## config.mk

```make
export PLATFORM = sky130hd
export DESIGN_NAME = tlb_op_seq
export DESIGN_NICKNAME = d
export VERILOG_FILES = /design/src/rtl/tlb_op_seq.sv
export SDC_FILE = /design/constraint.sdc
export NUM_CORES = 1
export LEC_CHECK = 0
export ABC_AREA = 1
export CAP_MARGIN = 25
export CORE_MARGIN = 5
export CORE_UTILIZATION = 48
export CTS_BUF_LIST = sky130_fd_sc_hd__clkbuf_4 sky130_fd_sc_hd__clkbuf_8 sky130_fd_sc_hd__clkbuf_16
export DETAILED_ROUTE_END_ITERATION = 6
export DONT_BUFFER_PORTS = 1
export SETUP_SLACK_MARGIN = 0.2
export SLEW_MARGIN = 5
export SYNTH_ARGS = -nofsm -noshare
export SYNTH_HDL_FRONTEND = slang
export SYNTH_SLANG_ARGS = --single-unit
```

## constraint.sdc

```tcl
create_clock -name clk -period 2.3 [get_ports clk]
set_input_delay 0.46 -clock clk [delete_from_list [all_inputs] [get_ports clk]]
set_output_delay 0.46 -clock clk [all_outputs]
set_load 0.05 [all_outputs]
```

## src/rtl/tlb_op_seq.sv

```systemverilog
// Sequencer for the privileged TLB instructions: drives the TLB array search/read/write ports
// one op at a time and produces the TLBIDX update strobes. INVTLB walks every entry.
module tlb_op_seq #(
  parameter int TLB_NUM = 64,
  parameter int IDX_W   = 6
) (
  input  logic             clk,
  input  logic             rst_n,
  input  logic             op_valid,
  input  logic [2:0]       op_code,
  input  logic [4:0]       inv_op,
  input  logic [9:0]       inv_asid,
  input  logic [18:0]      inv_va,
  output logic             op_ready,
  output logic             op_done,
  output logic             op_err,
  input  logic [IDX_W-1:0] csr_index,
  input  logic [9:0]       csr_asid,
  input  logic [18:0]      csr_vppn,
  output logic             srch_req,
  output logic [18:0]      srch_vppn,
  output logic [9:0]       srch_asid,
  input  logic             srch_hit,
  input  logic [IDX_W-1:0] srch_idx,
  output logic             rd_en,
  output logic [IDX_W-1:0] rd_idx,
  input  logic             rd_e,
  input  logic             rd_g,
  input  logic [5:0]       rd_ps,
  input  logic [9:0]       rd_asid,
  input  logic [18:0]      rd_vppn,
  output logic             we,
  output logic [IDX_W-1:0] w_idx,
  output logic             w_clear,
  output logic             tlbsrch_hit,
  output logic             tlbsrch_miss,
  output logic [IDX_W-1:0] tlb_hit_idx,
  output logic             tlbrd_en,
  output logic [5:0]       tlb_ps,
  output logic             tlb_e
);
  localparam logic [2:0] OP_SRCH = 3'd0;
  localparam logic [2:0] OP_RD   = 3'd1;
  localparam logic [2:0] OP_WR   = 3'd2;
  localparam logic [2:0] OP_FILL = 3'd3;
  localparam logic [2:0] OP_INV  = 3'd4;

  typedef enum logic [3:0] {
    S_IDLE, S_SRCH_REQ, S_SRCH_CAP, S_RD_REQ, S_RD_CAP,
    S_WRITE, S_INV_RD, S_INV_CMP, S_DONE
  } state_t;

  state_t           r_state, w_next;
  logic [2:0]       r_op, r_inv_op;
  logic [9:0]       r_inv_asid, r_asid;
  logic [18:0]      r_inv_va, r_vppn;
  logic [IDX_W-1:0] r_idx, r_fill, r_cnt, r_cap_idx;
  logic             r_err, r_cap_hit, r_cap_e;
  logic [5:0]       r_cap_ps;
  logic             w_accept, w_illegal, w_last, w_match, w_m_asid, w_m_va;

  assign w_accept  = op_valid && (r_state == S_IDLE);
  assign w_illegal = (op_code > OP_INV) || ((op_code == OP_INV) && (inv_op > 5'd6));
  assign w_last    = (r_cnt == IDX_W'(TLB_NUM - 1));
  assign w_m_asid  = (rd_asid == r_inv_asid);
  assign w_m_va    = (rd_vppn == r_inv_va);

  // Illegal inv_op never reaches the scan, so only the low three bits are kept.
  always_comb begin
    w_match = 1'b0;
    case (r_inv_op)
      3'd0, 3'd1: w_match = 1'b1;
      3'd2:       w_match = rd_g;
      3'd3:       w_match = !rd_g;
      3'd4:       w_match = !rd_g && w_m_asid;
      3'd5:       w_match = !rd_g && w_m_asid && w_m_va;
      3'd6:       w_match = (rd_g || w_m_asid) && w_m_va;
      default:    w_match = 1'b0;
    endcase
  end

  always_ff @(posedge clk or negedge rst_n) begin
    if (!rst_n) begin
      r_state    <= S_IDLE;
      r_op       <= '0;
      r_inv_op   <= '0;
      r_inv_asid <= '0;
      r_inv_va   <= '0;
      r_asid     <= '0;
      r_vppn     <= '0;
      r_idx      <= '0;
      r_fill     <= '0;
      r_cnt      <= '0;
      r_err      <= 1'b0;
      r_cap_hit  <= 1'b0;
      r_cap_idx  <= '0;
      r_cap_ps   <= '0;
      r_cap_e    <= 1'b0;
    end else begin
      r_state <= w_next;
      r_fill  <= r_fill + 1'b1;
      if (w_accept) begin
        r_op       <= op_code;
        r_inv_op   <= inv_op[2:0];
        r_inv_asid <= inv_asid;
        r_inv_va   <= inv_va;
        r_asid     <= csr_asid;
        r_vppn     <= csr_vppn;
        r_idx      <= (op_code == OP_FILL) ? r_fill : csr_index;
        r_err      <= w_illegal;
        r_cnt      <= '0;
      end
      if (r_state == S_INV_CMP) r_cnt <= r_cnt + 1'b1;
      if (r_state == S_SRCH_CAP) begin
        r_cap_hit <= srch_hit;
        r_cap_idx <= srch_idx;
      end
      if (r_state == S_RD_CAP) begin
        r_cap_ps <= rd_ps;
        r_cap_e  <= rd_e;
      end
    end
  end

  always_comb begin
    w_next       = r_state;
    op_ready     = 1'b0;
    op_done      = 1'b0;
    op_err       = 1'b0;
    srch_req     = 1'b0;
    srch_vppn    = '0;
    srch_asid    = '0;
    rd_en        = 1'b0;
    rd_idx       = '0;
    we           = 1'b0;
    w_idx        = '0;
    w_clear      = 1'b0;
    tlbsrch_hit  = 1'b0;
    tlbsrch_miss = 1'b0;
    tlb_hit_idx  = '0;
    tlbrd_en     = 1'b0;
    tlb_ps       = '0;
    tlb_e        = 1'b0;
    unique case (r_state)
      S_IDLE: begin
        op_ready = 1'b1;
        if (op_valid) begin
          if (w_illegal) w_next = S_DONE;
          else begin
            case (op_code)
              OP_SRCH:       w_next = S_SRCH_REQ;
              OP_RD:         w_next = S_RD_REQ;
              OP_WR, OP_FILL: w_next = S_WRITE;
              default:       w_next = S_INV_RD;
            endcase
          end
        end
      end
      S_SRCH_REQ: begin
        srch_req  = 1'b1;
        srch_vppn = r_vppn;
        srch_asid = r_asid;
        w_next    = S_SRCH_CAP;
      end
      S_SRCH_CAP: w_next = S_DONE;
      S_RD_REQ: begin
        rd_en  = 1'b1;
        rd_idx = r_idx;
        w_next = S_RD_CAP;
      end
      S_RD_CAP: w_next = S_DONE;
      S_WRITE: begin
        we     = 1'b1;
        w_idx  = r_idx;
        w_next = S_DONE;
      end
      S_INV_RD: begin
        rd_en  = 1'b1;
        rd_idx = r_cnt;
        w_next = S_INV_CMP;
      end
      S_INV_CMP: begin
        if (w_match) begin
          we      = 1'b1;
          w_clear = 1'b1;
          w_idx   = r_cnt;
        end
        w_next = w_last ? S_DONE : S_INV_RD;
      end
      S_DONE: begin
        op_done = 1'b1;
        op_err  = r_err;
        if (!r_err && r_op == OP_SRCH) begin
          tlbsrch_hit  = r_cap_hit;
          tlbsrch_miss = !r_cap_hit;
          tlb_hit_idx  = r_cap_hit ? r_cap_idx : '0;
        end
        if (!r_err && r_op == OP_RD) begin
          tlbrd_en = 1'b1;
          tlb_ps   = r_cap_ps;
          tlb_e    = r_cap_e;
        end
        w_next = S_IDLE;
      end
      default: w_next = S_IDLE;
    endcase
  end
endmodule
```

==> out/results.ini, run 1 <==
[clocking]
cts_buffers=9
clock_latency_ns=0.36
cts_tree=yes
root_buffer=clkbuf_8
cts.path.max_buffers=2
cts_num_sinks=101
clk_pin_slew_worst_paths_ns=0.10
cts_max_level=3

[cells_and_area]
diodes=0
finalNonFillerCells=873
final_cell_mix=162 x nand2_1, 100 x dfrtp_1, 94 x inv_1
final_common_cell=nand2_1
syn2layout_area_growth_pct=46.5
layout-drive-gt1-share_pct=28.1
final_nets=853

[global_route]
grt_usage_pct=21.5
antenna_found_initial=0
grt_first_pass_wirelength_um=22200
grt.overflow.total=0
grt_pass1_vias=4508
grt_max_degree=102

[floorplan]
initial_core_util_pct=48.8
ios=183
rows=37
dieArea_um2=12500
core_area_um2=10200
die_x_um=112
fp.dieH_um=112

[setup_path]
crit_arrival_ns=1.96
crit_type=flip-flop to output port
critPathCaptureType=output port
critPathMaxFanout=7
start_kind=flip-flop
cp.required_ns=1.84

[route]
top_layer_used=met4
drt_iter0_markers=220
finalWirelength_um=13800
dr_wl_met2_um=6940
vias=4421
drcViolationCount=0
wl_per_cell_um=15.9
via_per_inst=5.06
drtPass1Iterations=4
ant_nets=0
wl_met3_um=1090
wl_met1_um=5410

[logic_synthesis]
yosysWarnings=0
async_reset_ff_share_pct=100
syn_area_per_cell_um2=7.70
synth_nets=770
synthDistinctLibCells=32
synth_top_flop_cell=dfrtp_1
syn_inst=649
syn_area_um2=4990
synth-edff-count=0
synth_seq_cells=101
synth_seq_area_share_pct=50.6

[placement]
dp.cells=835
io_buffers=0
dpl.hpwl_um=9720
gp_congestion=0.890

[timing]
rsz0062_at_grt=true
finalSetupTns_ns=-1.78
setup_ws_ns=-0.120
worst_clock_skew_ns=0.0167
setup_viol=50
relSlewSlack_pct=67.5
final.min_clock_period_ns=2.42
drv_slew=0
hold_viol_final=101
tightest_slew_ns=0.486
min_period_over_period_pct=105
fmax_ghz=0.413
fin_hold_ws_ns=-0.221

[worst_hold_path]
hold_class=input pin to async pin

[outcome]
status=finished, violations left
violations=negative hold slack, negative setup slack

[power]
p_leak_uw=0.00340
power_density_nw_per_um2=1170
vdd_ir_drop_max_v=0.000543

[flow_run]
drv_cap=0

## cells by family after synthesis
| group | after synthesis | synth area share [%] |
|---|---|---|
| simple gates | 298 | 24.0 |
| mux | 1 | 0.225 |
| xor+xnor | 21 | 3.68 |
| compound gates | 98 | 10.5 |
| buf+inv | 128 | 10.5 |
| flops | 101 | 50.6 |
| fa+ha+maj | 2 | 0.501 |
## repair_timing
item / CTS / global route
hold endpoints to repair: 101 / 101
gates resized for setup: 60 / 35
pin swaps: 11 / 12
endpoints found under the setup margin: 60 / 63
setup buffers: 13 / 6
gates cloned: 3 / 0
## flip-flops by register name (all words and copies together), names as in the netlist, 4 cells and up
| register | flops |
|---|---|
| r_inv_asid | 10 |
| r_cap_ps | 6 |
| r_vppn | 19 |
| r_inv_va | 19 |
| r_fill | 6 |
| r_cnt | 6 |
| r_asid | 10 |
| r_idx | 6 |
| r_state | 4 |
| r_cap_idx | 6 |
## power breakdown
part / internal [µW] / leakage [µW] / total (µW) / switching (µW)
registers: 2540 / 0.00124 / 2920 / 375
clock network: 548 / 0.000103 / 1160 / 612
logic: 1690 / 0.00207 / 4500 / 2820
total: 4780 / 0.00340 / 8580 / 3800
## synthesized netlist by cell type (all sizes together), types with 2 or more instances
cell	count	area [µm²]
o21ai	63	315
dfrtp	101	2530
o22ai	13	81.3
xor2	16	140
clkbuf	5	18.8
a31oi	2	12.5
xnor2	5	43.8
nor2	96	392
inv	109	412
nand3	16	80.1
ha	2	25.0
buf	14	95.1
a21oi	16	80.1
nor3	7	40.0
nand2	176	668
## through the flow
step | cell area, µm² | setup slack [ns] | total power, µW | util (%) | hold slack (ns)
floorplan | 5330 | -0.253 | 5730 | - | 0.164
global placement | 6500 | 0.103 | 6650 | 63.5 | 0.167
detailed placement | 6500 | 0.0893 | 6800 | 63.5 | 0.168
CTS | 7120 | -0.121 | 8410 | 69.6 | -0.232
global route | 7320 | -0.247 | 9190 | 71.5 | -0.241
finish | 7320 | -0.120 | 8580 | 71.5 | -0.221
## layer usage
metal  vias to the layer above  track usage (%)
met5                         -                0
met4                         0             7.29
met3                        32             5.98
met2                       154             36.0
met1                      2077             27.1
li1                       2158                -
## cell type report
cell class                 instances  area, µm²
clock buffer                      11        145
clock inverter                     5       60.1
fill                             758       2910
inverter                         109        439
multi-input combinational        420       2510
sequential                       101       2530
tap                              136        170
timing repair buffer              91       1460
## worst paths after layout
kind / startpoint / to / slack (ns) / cells past startpoint
min in group clk: inv_va[7] / r_inv_va[7]$_DFFE_PN0P_ / 0.21 / 2
worst max register to register: r_state[2]$_DFFE_PN0P_ / r_asid[4]$_DFFE_PN0P_ / 0.38 / 9
worst min register to register: r_fill[0]$_DFF_PN0_ / r_fill[0]$_DFF_PN0_ / 0.49 / 1
max in group asynchronous: rst_n / r_inv_asid[1]$_DFFE_PN0P_ / 2.39 / 0
worst max-delay path: r_inv_asid[2]$_DFFE_PN0P_ / w_idx[2] / -0.12 / 11
worst min-delay path: rst_n / r_cap_ps[4]$_DFFE_PN0P_ / -0.22 / 0
## critical path, stage by stage, from the launching register on
cell and delay [ns]:
dfrtp_1 0.39, xor2_1 0.16, nor2_1 0.15, nand2_1 0.07
nor2_1 0.10, nor2_1 0.05, nor2_1 0.09, nand2_1 0.10
nand2_4 0.14, nand3_1 0.11, nand2_2 0.10, buf_12 0.14
(Power assumes the default switching activity.)
==> run 2: changes to the inputs <==
- CAP_MARGIN: 25 -> unset
==> results of run 2 <==
Final layout, timing and power as in run 1 (identical DEF).
==> RTL edit: new RTL, flow settings as in run 1 <==
`IDX_W`: 6 -> 8.
--- a/src/rtl/tlb_op_seq.sv
+++ b/src/rtl/tlb_op_seq.sv
@@ -2,7 +2,7 @@
 // one op at a time and produces the TLBIDX update strobes. INVTLB walks every entry.
 module tlb_op_seq #(
   parameter int TLB_NUM = 64,
-  parameter int IDX_W   = 6
+  parameter int IDX_W   = 8
 ) (
   input  logic             clk,
   input  logic             rst_n,
Ports: changed (5 resized); port bits go from 183 to 193. No check against the original RTL was run, so the function may have changed too.
==> RTL edit against run 1 <==
Routed wire length is 2.8% higher; power up 1.1%; the run still ends with negative hold slack, negative setup slack left; sequential share of layout area grew 3.1 points; worst setup slack got worse by 0.16 ns; final area shrank 0.97%; sequential cell count up 8; synthesized area rose by 9.1%; hold slack better by 0.022 ns; largest power group unchanged; critical path type unchanged; first-iteration DRC count up 17%; critical path depth down 2; highest routed layer unchanged.
==> RTL edit: results (changes against run 1) <==
Worst hold path
  – Min-delay worst type: primary input to async pin

Layout
  – # nets final: 907 (+6.3%)
  – Share of cells above drive strength 1: 22.4% (-5.7 points)
  – Diode count: 0 (unchanged)
  – Biggest regs: r_inv_va x19, r_vppn x19

Timing
  – Finish-stage setup viols: 25 (-50%)
  – Setup WS post-layout: -0.284 ns (-0.164 ns)
  – Clock Skews: 0.00383 ns (-0.0129 ns)
  – Final hold violation count: 109 (+7.9%)
  – Setup TNS: -4.03 ns (-2.25 ns)
  – Worst-Margin Slew: 0.461 ns (-0.0244 ns)
  – Worst hold slack: -0.199 ns (+0.0215 ns)

Critical path
  – CP max stage delay: 0.43 ns (+0.04 ns)
  – Worst Path Max Fanout: 9 (+2)
  – Crit path arrival time: 2.12 ns (+0.16 ns)

GRT
  – Initial antenna violation count: 0 (unchanged)
  – Gr usage total: 19.9% (-1.6 points)
  – First-pass GRT wire length: 21300 um (-4.3%)
  – Largest net degree at the start of global routing: 110 (+7.8%)
  – Number of global-route vias before repair: 4485 (-0.51%)

Yosys
  – Area fraction of the dominant cell type after synthesis: 50.1% (-0.53 points)
  – Sequential share of the synthesized area: 50.1% (-0.53 points)
  – Warnings, synthesis: 0 (unchanged)
  – Syn_area_per_cell: 7.72 um^2 (+0.26%)
  – Synth top cells by count: 193 x nand2_1, 114 x inv_1, 109 x dfrtp_1, 85 x nor2_1, 45 x o21ai_0
  – Syn Nets: 831 (+7.9%)
  – Top post-synthesis cells by area: dfrtp_1 50%, nand2_1 13%, inv_1 7.9%, nor2_1 5.9%, o21ai_0 4.1%

Route
  – Initial drt markers: 257 (+17%)
  – Wire length per cell: 15.3 um (-3.5%)
  – Final WL: 14200 um (+2.8%)
  – Via count: 4692 (+6.1%)
  – Pre-Repair DR Iteration Count: 4 (unchanged)

Power
  – VDD IR max: 0.566 mV (+4.4%)
  – Sw Ratio: 42.0% (-2.3 points)
  – Leak: 3.60 nW (+5.6%)

Status
  – Status: finished, violations left
  – Failing checks: negative hold slack, negative setup slack

CTS
  – Clock transition at the registers of the reported paths: 0.07 ns (-0.03 ns)
  – CTS max path bufs: 2 (unchanged)
  – CTS buffer count: 9 (unchanged)
  – H-tree Lvls: 3 (unchanged)
  – Root buffer cell: clkbuf_16

Placed design
  – DP HPWL: 10300 um (+5.7%)
  – Dpl cells: 904 (+8.3%)
  – Post-Place Setup Slack: 0.116 ns (+0.0269 ns)
  – Final Wtd Congestion: 0.884 (-0.58%)
## RTL edit: worst paths after layout
path	from	endpoint	slack (ns)	cells after the start
setup / recovery	r_state[2]	we	-0.28	9
hold / removal	rst_n	r_inv_va[17]	-0.20	0
setup reg to reg	r_state[2]	r_vppn[2]	0.47	6
hold reg to reg	r_fill[0]	r_fill[0]	0.48	1
max in group asynchronous	rst_n	r_state[1]	2.35	0
min in group clk	inv_va[14]	r_inv_va[14]	0.23	2
## RTL edit: per-layer routing
layer	part of all wire, %	vias up	global-route usage [%]
met3	7.5	32	4.30
li1	-	2317	-
met4	2.7	0	9.40
met5	0	-	0
met2	49	148	32.3
met1	41	2195	25.5
## RTL edit: timing repair
action | 4_1_cts | 5_1_grt
resized for setup | 38 | 36
pin swaps | 6 | 27
hold endpoints to repair | 109 | 109
buffers inserted | 6 | 2
cloned | 0 | 2
endpoints found under the setup margin | 65 | 68
## RTL edit: final cells by class
cell class / count / area (um^2)
flip-flops and latches: 109 / 2730
inverters: 119 / 463
multi-input cells: 457 / 2440
well taps: 143 / 179
repair buffers: 86 / 1100
fillers: 954 / 4030
clock inverters: 6 / 95.1
clock buffers: 10 / 239
## RTL edit: power groups by stage
stage | clock (mW) | combinational [mW] | sequential [mW]
3_5_place_dp | 0 | 3.53 | 3.14
5_1_grt | 1.84 | 4.24 | 3.21
6_report | 1.72 | 3.83 | 3.12
3_3_place_gp | 0 | 3.42 | 3.12
4_1_cts | 1.75 | 3.67 | 3.11
2_1_floorplan | 0 | 2.76 | 3.05
## RTL edit: worst max-delay path, delay by kind of cell (launching register included)
kind	cells	cell delay (ns)
flip-flops	1	0.43
buffers and inverters	4	0.63
AND/OR/NAND/NOR	5	0.72
## RTL edit: kinds of logic (layout without fill, tap and decap cells)
kind of cell    Yosys count  in the layout  synth area share (%)
mux                       1              1                 0.207
simple gates            319            320                  23.9
buf+inv                 141            221                  10.7
compound gates          111            111                  10.9
flops                   109            109                  50.1
xor+xnor                 23             23                  3.70
fa+ha+maj                 2              2                 0.459
## RTL edit: through the flow
step           util [%]  hold WS, ns  cell area (um^2)
2_1_floorplan         -        0.164              5570
3_3_place_gp       58.0        0.167              6540
3_5_place_dp       58.0        0.168              6540
4_1_cts            62.5       -0.211              7040
5_1_grt            64.3       -0.215              7250
6_report           64.3       -0.199              7250
